## src/rtl/ab_load_arbiter_pkg.sv

```systemverilog
`default_nettype none
// ============================================================================
// Module      : load_arb_pkg
// Description : Shared types for the tile load arbiter. Holds the FSM state
//               encoding, the stream identifier that round-robin arbitration
//               keeps as its last grant, and the tile counter width.
// Revision    : 1.0 - initial release
// ============================================================================
package load_arb_pkg;

  typedef enum logic [1:0] {
    LA_IDLE = 2'd0,
    LA_LOAD = 2'd1,
    LA_DONE = 2'd2
  } load_arb_state_t;

  typedef enum logic {
    GRANT_A = 1'b0,
    GRANT_B = 1'b1
  } grant_t;

  localparam int TILES_CNT_W = 16;

endpackage : load_arb_pkg
`default_nettype wire

```

## src/rtl/ab_load_arbiter_tile_word_counter.sv

```systemverilog
`default_nettype none
// ============================================================================
// Module      : tile_word_counter
// Description : Beat counter for one input stream of the tile loader. Counts
//               accepted beats up to MAX and saturates there. Clear has
//               priority over increment.
// Ports       : clk      - clock, rising edge
//               arst_in  - asynchronous reset, active-high
//               clear_i  - synchronous clear to 0
//               inc_i    - count one accepted beat
//               count_o  - beats accepted so far in this tile
//               full_o   - count_o == MAX (stream complete)
// Revision    : 1.0 - initial release
// ============================================================================
module tile_word_counter
  import load_arb_pkg::*;
#(
  parameter int MAX = 288,
  parameter int W   = $clog2(MAX + 1)
) (
  input  logic         clk,
  input  logic         arst_in,
  input  logic         clear_i,
  input  logic         inc_i,
  output logic [W-1:0] count_o,
  output logic         full_o
);

  logic [W-1:0] count_q;
  logic [W-1:0] count_d;

  assign full_o  = (count_q == W'(MAX));
  assign count_o = count_q;

  always_comb begin
    count_d = count_q;
    if (clear_i) begin
      count_d = '0;
    end else if (inc_i && !full_o) begin
      count_d = count_q + W'(1);
    end
  end

  always_ff @(posedge clk or posedge arst_in) begin
    if (arst_in) begin
      count_q <= '0;
    end else begin
      count_q <= count_d;
    end
  end

endmodule : tile_word_counter
`default_nettype wire

```

## src/rtl/ab_load_arbiter.sv

```systemverilog
`default_nettype none
// ============================================================================
// Module      : ab_load_arbiter
// Description : Shares the single internal-memory write port between the
//               activation (a) and weight (b) valid/ready streams while one
//               tile is loaded. a beats land at 0.., b beats at B_BASE_ADDR..
//               data_ready pulses once when both streams delivered a tile.
// Config      : LOAD_ARB_B_PRIORITY_EN defined   -> b has fixed priority
//               LOAD_ARB_B_PRIORITY_EN undefined -> round-robin (default)
// Ports       : clk, arst_in (async, active-high)
//               start            - begin one tile (only honoured in IDLE)
//               busy             - high in LOAD and DONE
//               a_valid/a_data/a_ready, b_valid/b_data/b_ready - streams
//               mem_we/mem_waddr/mem_wdata - registered memory write port
//               data_ready       - one-cycle tile-complete pulse
//               tiles_loaded     - completed tiles, wraps at 2**16
// Revision    : 1.0 - initial release
// ============================================================================
module ab_load_arbiter
  import load_arb_pkg::*;
#(
  parameter int DATA_WIDTH   = 16,
  parameter int ADDR_WIDTH   = 12,
  parameter int A_TILE_WORDS = 288,
  parameter int B_TILE_WORDS = 576,
  // Must be >= A_TILE_WORDS and the b region must fit in 2**ADDR_WIDTH.
  parameter int B_BASE_ADDR  = 512
) (
  input  logic                   clk,
  input  logic                   arst_in,
  input  logic                   start,
  output logic                   busy,
  input  logic                   a_valid,
  input  logic [DATA_WIDTH-1:0]  a_data,
  output logic                   a_ready,
  input  logic                   b_valid,
  input  logic [DATA_WIDTH-1:0]  b_data,
  output logic                   b_ready,
  output logic                   mem_we,
  output logic [ADDR_WIDTH-1:0]  mem_waddr,
  output logic [DATA_WIDTH-1:0]  mem_wdata,
  output logic                   data_ready,
  output logic [TILES_CNT_W-1:0] tiles_loaded
);

  localparam int A_CW = $clog2(A_TILE_WORDS + 1);
  localparam int B_CW = $clog2(B_TILE_WORDS + 1);

  load_arb_state_t state_q;
  load_arb_state_t state_d;

  logic [A_CW-1:0] a_cnt;
  logic [B_CW-1:0] b_cnt;
  logic            a_full;
  logic            b_full;
  logic            cnt_clear;

  logic a_elig;
  logic b_elig;
  logic a_grant;
  logic b_grant;
  logic tile_done;

  logic                   mem_we_q;
  logic [ADDR_WIDTH-1:0]  mem_waddr_q;
  logic [DATA_WIDTH-1:0]  mem_wdata_q;
  logic [TILES_CNT_W-1:0] tiles_q;

  // --------------------------------------------------------------------------
  // Per-stream beat counters
  // --------------------------------------------------------------------------
  assign cnt_clear = (state_q == LA_DONE);

  tile_word_counter #(
    .MAX (A_TILE_WORDS),
    .W   (A_CW)
  ) u_a_cnt (
    .clk     (clk),
    .arst_in (arst_in),
    .clear_i (cnt_clear),
    .inc_i   (a_grant),
    .count_o (a_cnt),
    .full_o  (a_full)
  );

  tile_word_counter #(
    .MAX (B_TILE_WORDS),
    .W   (B_CW)
  ) u_b_cnt (
    .clk     (clk),
    .arst_in (arst_in),
    .clear_i (cnt_clear),
    .inc_i   (b_grant),
    .count_o (b_cnt),
    .full_o  (b_full)
  );

  // --------------------------------------------------------------------------
  // Arbitration. A completed stream is never eligible, so its ready stays 0.
  // --------------------------------------------------------------------------
  assign a_elig = (state_q == LA_LOAD) && a_valid && !a_full;
  assign b_elig = (state_q == LA_LOAD) && b_valid && !b_full;

`ifdef LOAD_ARB_B_PRIORITY_EN
  always_comb begin
    b_grant = b_elig;
    a_grant = a_elig && !b_elig;
  end
`else
  grant_t last_grant_q;

  always_comb begin
    a_grant = 1'b0;
    b_grant = 1'b0;
    if (a_elig && b_elig) begin
      // Contention: serve the stream that did not win last time.
      if (last_grant_q == GRANT_B) begin
        a_grant = 1'b1;
      end else begin
        b_grant = 1'b1;
      end
    end else begin
      a_grant = a_elig;
      b_grant = b_elig;
    end
  end

  always_ff @(posedge clk or posedge arst_in) begin
    if (arst_in) begin
      last_grant_q <= GRANT_B;
    end else if (a_grant) begin
      last_grant_q <= GRANT_A;
    end else if (b_grant) begin
      last_grant_q <= GRANT_B;
    end
  end
`endif

  assign a_ready = a_grant;
  assign b_ready = b_grant;

  // Tile completion looks at the counts as they will be after this cycle's
  // beat, so DONE lands in the same cycle as the final memory write.
  assign tile_done =
    (a_full || (a_grant && (a_cnt == A_CW'(A_TILE_WORDS - 1)))) &&
    (b_full || (b_grant && (b_cnt == B_CW'(B_TILE_WORDS - 1))));

  // --------------------------------------------------------------------------
  // FSM
  // --------------------------------------------------------------------------
  always_comb begin
    state_d = state_q;
    case (state_q)
      LA_IDLE: if (start)     state_d = LA_LOAD;
      LA_LOAD: if (tile_done) state_d = LA_DONE;
      LA_DONE:                state_d = LA_IDLE;
      default:                state_d = LA_IDLE;
    endcase
  end

  always_ff @(posedge clk or posedge arst_in) begin
    if (arst_in) begin
      state_q <= LA_IDLE;
    end else begin
      state_q <= state_d;
    end
  end

  // --------------------------------------------------------------------------
  // Registered memory write port and tile counter
  // --------------------------------------------------------------------------
  always_ff @(posedge clk or posedge arst_in) begin
    if (arst_in) begin
      mem_we_q    <= 1'b0;
      mem_waddr_q <= '0;
      mem_wdata_q <= '0;
      tiles_q     <= '0;
    end else begin
      mem_we_q <= a_grant || b_grant;
      if (a_grant) begin
        mem_waddr_q <= ADDR_WIDTH'(a_cnt);
        mem_wdata_q <= a_data;
      end else if (b_grant) begin
        mem_waddr_q <= ADDR_WIDTH'(B_BASE_ADDR) + ADDR_WIDTH'(b_cnt);
        mem_wdata_q <= b_data;
      end
      if ((state_q == LA_LOAD) && tile_done) begin
        tiles_q <= tiles_q + TILES_CNT_W'(1);
      end
    end
  end

  assign mem_we       = mem_we_q;
  assign mem_waddr    = mem_waddr_q;
  assign mem_wdata    = mem_wdata_q;
  assign tiles_loaded = tiles_q;
  assign busy         = (state_q != LA_IDLE);
  assign data_ready   = (state_q == LA_DONE);

endmodule : ab_load_arbiter
`default_nettype wire

```

## config.mk

```make
export PLATFORM = sky130hd
export DESIGN_NAME = ab_load_arbiter
export DESIGN_NICKNAME = d
export VERILOG_FILES = /design/src/rtl/ab_load_arbiter_pkg.sv /design/src/rtl/ab_load_arbiter_tile_word_counter.sv /design/src/rtl/ab_load_arbiter.sv
export SDC_FILE = /design/constraint.sdc
export NUM_CORES = 1
export LEC_CHECK = 0
export ABC_AREA = 1
export BUFFER_PORTS_ARGS = -buffer_cell sky130_fd_sc_hd__clkbuf_2
export CAP_MARGIN = 10
export CORE_ASPECT_RATIO = 1.1
export CORE_MARGIN = 10
export CORE_UTILIZATION = 46
export DETAILED_ROUTE_END_ITERATION = 6
export PLACE_DENSITY = 0.73
export SYNTH_ARGS = -nofsm -noshare
export SYNTH_HDL_FRONTEND = slang
export SYNTH_SLANG_ARGS = --single-unit
```

## constraint.sdc

```tcl
create_clock -name clk -period 2.6 [get_ports clk]
set_clock_uncertainty 0.15 [all_clocks]
set_input_delay 0.65 -clock clk [delete_from_list [all_inputs] [get_ports clk]]
set_output_delay 0.65 -clock clk [all_outputs]
set_load 0.1 [all_outputs]
```

==> flow_summary.yaml <==
detailed_routing:
  avgViaCountPerCell: 5.10
  dr_wl_met2_um: 5000
  vias: 3532
  drt-initial-drc-count: 253
  wirelength_um: 10300
  routedLengthMet1_um: 4530
  top_layer: "met4"
  wl_met3_um: 616
  first_pass_iters: 4
  drt-wirelength-per-cell_um: 14.8
  postRouteAntennaNets: 0
  drc: 0
grt:
  grt_start_max_net_pins: 67
  antenna_found_initial: 0
  track_usage: 0.167
  grt_pass1_wl_um: 16800
  grt-ovfl-total: 0
  grt_pass1_vias: 3523
timing:
  fin_ws_ns: 0.0620
  setup_violations: 0
  slew_headroom: 0.630
  fin_crit_ns: 2.54
  slew_violations: 0
  fmax_mhz: 394
  finalCritPeriodShare: 0.976
  hold_violations: 0
  worst_pin_slew_ns: 0.557
  tns_ns: 0
power_and_ir_drop:
  comb_power_share: 0.435
  intPower_mw: 2.08
  power.share.clock: 0.211
  seqPwrFrac: 0.353
  ir_drop_v: 0.000511
  switching_share: 0.470
  p_per_area_nw_per_um2: 854
  power_leakage_nw: 2.30
  p_switching_mw: 1.84
worst_setup_path:
  r2r-end: "mem_wdata[4]"
  start_kind: "register"
  critPathKind: "reg -> out"
  reg2reg_depth: 14
  r2r_start: "u_b_cnt.count_o[1]"
  critPathArrivalTime_ns: 1.74
  path_max_fanout: 4
  end_kind: "output port"
  cp.required_ns: 1.80
  rrSetupSlack_ns: 0.20
yosys:
  syn_nets: 523
  synth_cells: 481
  netlist_area_um2: 3660
  synth_seq_cells: 66
  ys_seq_area_frac: 0.452
  synthDistinctLibCells: 32
  yosysWarnings: 0
  synth_area_per_cell_um2: 7.61
clocking:
  cts_made_buffers: 9
  cts_tree: "built"
  htree_levels: 3
  clockBufferDepth: 2
  hold_buffers: 0
  path_clk_slew_ns: 0.07
  cts.sinks: 66
  clk_latency_ns: 0.34
  clock-root-buffer: "clkbuf_8"
placed_design:
  pre_cts_ws_ns: 0.193
  dpl.hpwl_um: 7500
  dp.cells: 665
  io_buffers: 84
  place.gp.congestion: 0.962
die:
  start_util: 0.468
  die_h_um: 114
  core-area_um2: 7830
  dieArea_um2: 11900
  ios: 86
  chipWidth_um: 105
  rows: 34
final_layout:
  diodes: 0
  nets: 622
  drive_gt1_frac: 0.255
  areaGrowthSynthToFinish_pct: 25.5
  fin_cells: 692
worst_hold_path:
  min_path_type: "in -> async"
run:
  maxCapViolCount: 0
status:
  status: "finished, final reports clean"
==> power groups by stage <==
stage	clock network, mW	registers (mW)	logic [mW]
2_1_floorplan	0	2.04	0.547
3_3_place_gp	0	1.39	1.53
3_5_place_dp	0	1.39	1.55
4_1_cts	0.845	1.38	1.58
5_1_grt	0.889	1.41	1.82
6_report	0.829	1.39	1.71
==> how the worst max path moves through the flow <==
| stage | startpoint | endpoint | slack, ns | cells past startpoint |
|---|---|---|---|---|
| global placement | u_a_cnt.count_o[0] | b_ready | 0.21 | 9 |
| CTS | u_b_cnt.count_o[1] | a_ready | 0.01 | 9 |
| global route | u_b_cnt.count_o[1] | a_ready | -0.02 | 9 |
| floorplan | tiles_loaded[0] | tiles_loaded[10] | 0.11 | 9 |
| finish | u_b_cnt.count_o[1] | a_ready | 0.06 | 9 |
| detailed placement | u_a_cnt.count_o[0] | b_ready | 0.19 | 9 |
==> cells in the final DEF, fill, tap and decap left out, types with 2 or more instances in the layout <==
| master | n |
|---|---|
| clkinv_2 | 2 |
| nand3b_1 | 2 |
| nor3_1 | 14 |
| a21oi_1 | 22 |
| nand2_1 | 121 |
| clkbuf_8 | 10 |
| xnor2_1 | 4 |
| buf_12 | 3 |
| inv_1 | 39 |
| nand4_1 | 27 |
| dfrtp_1 | 65 |
| nor2_4 | 2 |
| nand2_4 | 5 |
| ha_4 | 2 |
| nand3_4 | 3 |
| o21ai_0 | 44 |
| ha_1 | 3 |
| inv_2 | 9 |
| xor2_1 | 14 |
| o221ai_1 | 2 |
| nand3_1 | 18 |
| clkbuf_2 | 82 |
| clkbuf_1 | 2 |
| nor2_2 | 3 |
| nand2_2 | 5 |
| buf_4 | 19 |
| nor2_1 | 51 |
==> flip-flops by register name, indices dropped and copies added, names as in the netlist <==
register / flops
u_a_cnt.count_o: 9
u_b_cnt.count_o: 10
state_q: 2
mem_waddr: 11
tiles_loaded: 16
last_grant_q: 1
mem_we: 1
mem_wdata: 16
==> kinds of logic after synthesis <==
| group | share of synthesized area |
|---|---|
| fa+ha+maj | 0.0171 |
| other cells | 0.00102 |
| simple gates | 0.306 |
| flops | 0.452 |
| buf+inv | 0.0783 |
| compound gates | 0.103 |
| xor+xnor | 0.0431 |
==> through the flow <==
stage,hold slack [ns],cell area (µm²),utilization,power (mW)
after CTS,0.221,4460,0.569,3.81
after detailed placement,0.316,4230,0.540,2.95
final,0.200,4590,0.587,3.92
after global routing,0.244,4590,0.587,4.12
after floorplan,0.305,3660,-,2.59
after global placement,0.317,4230,0.540,2.92
==> layout make-up <==
type | instances | area, µm²
multi-input cells | 348 | 1800
clock buffers | 12 | 145
clock inverters | 3 | 40.0
flip-flops and latches | 66 | 1650
repair buffers | 105 | 624
well taps | 108 | 135
fillers | 738 | 3240
inverters | 50 | 191
==> repair_timing <==
item                                    4_1_cts  5_1_grt
endpoints found under the setup margin        2       25
buffers inserted                              4        8
gates cloned                                  0        0
pin swaps                                     2        7
gates resized for setup                       7       18
==> critical path, cell delays in order (launching register included) <==
cell and delay (ns):
dfrtp_1 0.41, inv_2 0.11, ha_4 0.15, nand2_4 0.06, nor2_4 0.14, nand3_4 0.09, nand2_4 0.12, nand2_4 0.06
nand2_4 0.09, buf_12 0.18
==> Yosys cell counts <==
cell type	instances	area [µm²]
nand2_1	125	469
dfrtp_1	65	1630
nor2_1	54	203
inv_1	47	176
o21ai_0	44	220
nand4_1	27	169
a21oi_1	22	110
nand3_1	18	90.1
nor3_1	14	70.1
xor2_1	14	123
buf_2	7	35.0
buf_4	5	37.5
ha_1	5	62.6
clkbuf_1	4	15.0
nand2_2	4	25.0
xnor2_1	4	35.0
inv_2	2	7.51
nand2_4	2	22.5
nand3_2	2	20.0
nand3b_1	2	15.0
nor2_2	2	12.5
o221ai_1	2	17.5
a22oi_1	1	7.51
a31oi_1	1	6.26
buf_6	1	11.3
clkinv_1	1	3.75
conb_1	1	3.75
dfstp_2	1	26.3
nand3_4	1	17.5
nor4_1	1	6.26
o211ai_1	1	7.51
o21a_1	1	7.51
==> metal layers <==
| metal | GRT usage | vias to the layer above |
|---|---|---|
| met5 | 0 | - |
| met3 | 0.0344 | 11 |
| met4 | 0.0614 | 0 |
| met2 | 0.290 | 116 |
| li1 | - | 1764 |
| met1 | 0.200 | 1641 |
No activity file was read; power rests on OpenSTA's default activity.
